**src/rtl/sum_accumulator.sv**
```systemverilog
// Accumulates N_OPS 5-bit adder results {Cout,S} into an 8-bit running total.
// Define SUM_ACCUMULATOR_SATURATE_EN to clamp at 255 instead of wrapping.
module sum_accumulator #(
    parameter int N_OPS = 4
) (
    input  logic       clk,
    input  logic       reset,
    input  logic       valid_in,
    input  logic [3:0] S,
    input  logic       Cout,
    input  logic       clear,
    output logic       ready_out,
    output logic [7:0] acc,
    output logic [3:0] count,
    output logic       overflow,
    output logic       done
);

    typedef enum logic [1:0] {
        IDLE,
        RUN,
        HOLD
    } state_t;

    localparam logic [3:0] LAST_COUNT = 4'(N_OPS);

    state_t     state_q;
    logic [7:0] acc_q;
    logic [7:0] acc_d;
    logic [3:0] count_q;
    logic [3:0] count_d;
    logic       overflow_q;
    logic       overflow_d;
    logic       done_q;
    logic [4:0] operand;
    logic [8:0] sum;
    logic       transfer;
    logic       batchFull;

    // Next-state values assuming a transfer happens; the FSM decides whether to take them.
    always_comb begin
        operand  = {Cout, S};
        sum      = {1'b0, acc_q} + {4'b0000, operand};
        transfer = valid_in && (state_q != HOLD);
        acc_d      = acc_q;
        count_d    = count_q;
        overflow_d = overflow_q;
        if (state_q == IDLE) begin
            acc_d      = {3'b000, operand};
            count_d    = 4'd1;
            overflow_d = 1'b0;
        end else begin
            count_d    = count_q + 4'd1;
            overflow_d = overflow_q | sum[8];
`ifdef SUM_ACCUMULATOR_SATURATE_EN
            acc_d      = sum[8] ? 8'hFF : sum[7:0];
`else
            acc_d      = sum[7:0];
`endif
        end
        batchFull = (count_d == LAST_COUNT);
    end

    always_ff @(posedge clk or posedge reset) begin
        if (reset) begin
            state_q    <= IDLE;
            acc_q      <= 8'd0;
            count_q    <= 4'd0;
            overflow_q <= 1'b0;
            done_q     <= 1'b0;
        end else if (clear) begin
            state_q    <= IDLE;
            acc_q      <= 8'd0;
            count_q    <= 4'd0;
            overflow_q <= 1'b0;
            done_q     <= 1'b0;
        end else if (transfer) begin
            acc_q      <= acc_d;
            count_q    <= count_d;
            overflow_q <= overflow_d;
            done_q     <= batchFull;
            state_q    <= batchFull ? HOLD : RUN;
        end
    end

    // ready_out depends on state alone so upstream never sees a valid_in loop.
    assign ready_out = (state_q != HOLD);
    assign acc       = acc_q;
    assign count     = count_q;
    assign overflow  = overflow_q;
    assign done      = done_q;

endmodule

```
**config.mk**
```make
export PLATFORM = sky130hd
export DESIGN_NAME = sum_accumulator
export DESIGN_NICKNAME = d
export VERILOG_FILES = /design/src/rtl/sum_accumulator.sv
export SDC_FILE = /design/constraint.sdc
export NUM_CORES = 1
export LEC_CHECK = 0
export CORE_AREA = 2 2 52 54
export DETAILED_ROUTE_END_ITERATION = 8
export DIE_AREA = 0 0 54 56
export PLACE_DENSITY_LB_ADDON = 0.25
export SYNTH_ARGS = -nofsm -noshare
export SYNTH_HDL_FRONTEND = slang
export SYNTH_SLANG_ARGS = --single-unit
```
**constraint.sdc**
```tcl
create_clock -name clk -period 2.27 [get_ports clk]
set_input_delay 0.681 -clock clk [delete_from_list [all_inputs] [get_ports clk]]
set_output_delay 0.681 -clock clk [all_outputs]
set_load 0.02 [all_outputs]
```
==> flow_metrics.tcl <==
set metrics [dict create \
    dr_total_vias 988 \
    grt_first_pass_wirelength_um 3970 \
    skew_ns 0.00300 \
    netlist_area_mm2 0.00102 \
    die-area_mm2 0.00302 \
    setup_viol 0 \
    n_antenna_cell 0 \
    path_clk_slew_ns 0.10 \
    r2r-start "acc[0]" \
    ctsHoldBuffers 0 \
    worstSetupPathType "register to output port" \
    startpoint_type "register" \
    cts_sinks 15 \
    place_hpwl_um 1850 \
    path_max_fanout 4 \
    grt_usage_pct 17.2 \
    synth_cell_types 36 \
    drc 0 \
    dpl_cell_area_mm2 0.00134 \
    core_mm2 0.00243 \
    overflow 0 \
    final_layout_size_suffix_gt1_share_pct 14.8 \
    fp.dieH_um 56 \
    fin_crit_sh_pct 96.9 \
    hold_path.startpoint "overflow" \
    wl_per_cell_um 14.2 \
    synth_area_per_cell_um2 8.69 \
    max_cap_viol_count 0 \
    first_pass_iters 4 \
    hold_path_end "overflow" \
    cts_root_buf "clkbuf_4" \
    wl_um 2540 \
    synth-seq-cells 15 \
    ios 24 \
    p_leak_nw 0.594 \
    holdPathStages 1 \
    final_common_cell "clkdlybuf4s50_1" \
    yosysWarningCount 0 \
    setup-tns-final_ns 0 \
    clk_latency_ns 0.29 \
    nets 166 \
    powerDensity_mw_per_mm2 448 \
    place_congestion 0.835 \
    start_util_pct 41.8 \
    numCtsBuffers 3 \
    finalHoldViolCount 0 \
    synthesis.nets 133 \
    drt-vias-per-instance 5.52 \
    worst-slew-pin-transition_ns 0.601 \
    arrival_ns 1.52 \
    antenna_found_initial 0 \
    rsz0062_at_grt "no" \
    vdd.ir_drop.worst_mv 0.458 \
    async_flop_share_pct 100 \
    yosysTopAreaCell "dfrtp_1" \
    areaGrowthSynthToFinish_pct 39.5 \
    slew_headroom_pct 59.9 \
    power_uw 636 \
    crit_required_ns 1.59 \
    wl_met1_um 1150 \
    synth_enable_flop_cells 0 \
    outcome "finished clean" \
    yosys_most_used_dff "dfrtp_1" \
    r2r-end "overflow" \
    rrSetupSlack_ns 0.41 \
    period_minus_slack_ns 2.20 \
    r2r_cells 7 \
    fmax_mhz 455 \
    clock_path_buffers 2 \
    holdWs_ns 0.499 \
    met2_length_um 1280 \
    cts_tree "yes" \
    hp-class "register to register" \
    routed.top_layer "met4" \
    final_area_mm2 0.00142 \
    finalWorstSetupSlack_ns 0.0703 \
    critPathCaptureType "output port" \
    chipWidth_um 54 \
    io_buffers 23 \
    pre_cts_slack_ns -0.473 \
    ant_nets 0 \
    synth_top_area_share_pct 36.9 \
    dr_wl_met3_um 93 \
    grt_max_degree 16 \
    drv_slew 0 \
    final_cell_mix "22 x clkdlybuf4s50_1, 15 x dfrtp_1, 12 x a21oi_1, 12 x nand2_1, 11 x nor2_1" \
    dr.first_iter.drc_count 6 \
    syn_inst 117 \
    ys_seq_area_share_pct 36.9 \
    ys_top_cells_by_area "dfrtp_1 37%, ha_1 7.4%, a21oi_1 5.9%" \
    grt_pass1_vias 946 \
    rows 18 \
    htree_levels 1 \
]
## report_power, final
group          total (mW)  internal, mW  switching [mW]  leakage (nW)
clock network       0.159        0.0655          0.0937        0.0177
registers           0.290         0.278          0.0120         0.202
logic               0.186        0.0895          0.0965         0.374
total               0.636         0.433           0.202         0.594
## through the flow
stage	util [%]	cells
final	58.3	179
after global routing	58.3	179
after CTS	56.6	179
after detailed placement	55.0	175
after global placement	55.0	175
after floorplan	-	117
## worst max path at each step
stage | start | depth (start not counted) | to
after floorplan | S[0] | 7 | overflow
after global placement | S[0] | 8 | overflow
after detailed placement | S[0] | 8 | overflow
after CTS | S[0] | 8 | acc[6]
after global routing | state_q[1] | 2 | ready_out
final | state_q[1] | 2 | ready_out
## timing repair
action / CTS / global route
endpoints found under the setup margin: 2 / 3
pin swaps: 2 / 4
setup buffers: 0 / 0
gates resized for setup: 4 / 7
## final cells by class
class	instances	area, µm²
fillers	224	1010
multi-input cells	88	637
flip-flops and latches	15	375
repair buffers	33	308
well taps	30	37.5
inverters	9	33.8
clock buffers	3	22.5
clock inverters	1	5.00
## state kept, by name (all words and copies together) (netlist names)
name      flops
acc           8
count         4
overflow      1
state_q       2
## Yosys cell counts, types with 2 or more instances
library cell,instances
a21oi_1,12
a21o_1,2
nor3_1,4
and2_1,2
buf_2,2
a211oi_1,3
clkbuf_1,2
nor2b_1,2
xnor2_1,2
o21a_1,3
nand2_1,12
nand2b_1,2
mux2i_1,5
nor2_1,11
a32oi_1,2
nand3b_1,3
inv_1,9
dfrtp_1,15
a22oi_1,2
ha_1,6
## worst max-delay path, stage by stage, from the launching register on
cell and delay, ns:
dfrtp_1 0.42, nand2b_1 0.17, clkdlybuf4s50_1 0.64
## routing by layer
layer / GRT usage [%] / vias to the layer above
met2: 29.6 / 14
li1: - / 486
met4: 4.29 / 0
met5: 0 / -
met1: 21.4 / 486
met3: 3.23 / 2
## cell families after synthesis
| kind of cell | after synthesis | share of synthesized area [%] |
|---|---|---|
| DFF | 15 | 36.9 |
| muxes | 5 | 4.92 |
| buffers and inverters | 14 | 5.41 |
| AOI/OAI and AO/OA | 32 | 21.2 |
| adders and majority gates | 7 | 9.35 |
| and+or+nand+nor | 42 | 20.5 |
| xor gates and xnor gates | 2 | 1.72 |
No activity file was read; power rests on OpenSTA's default activity.
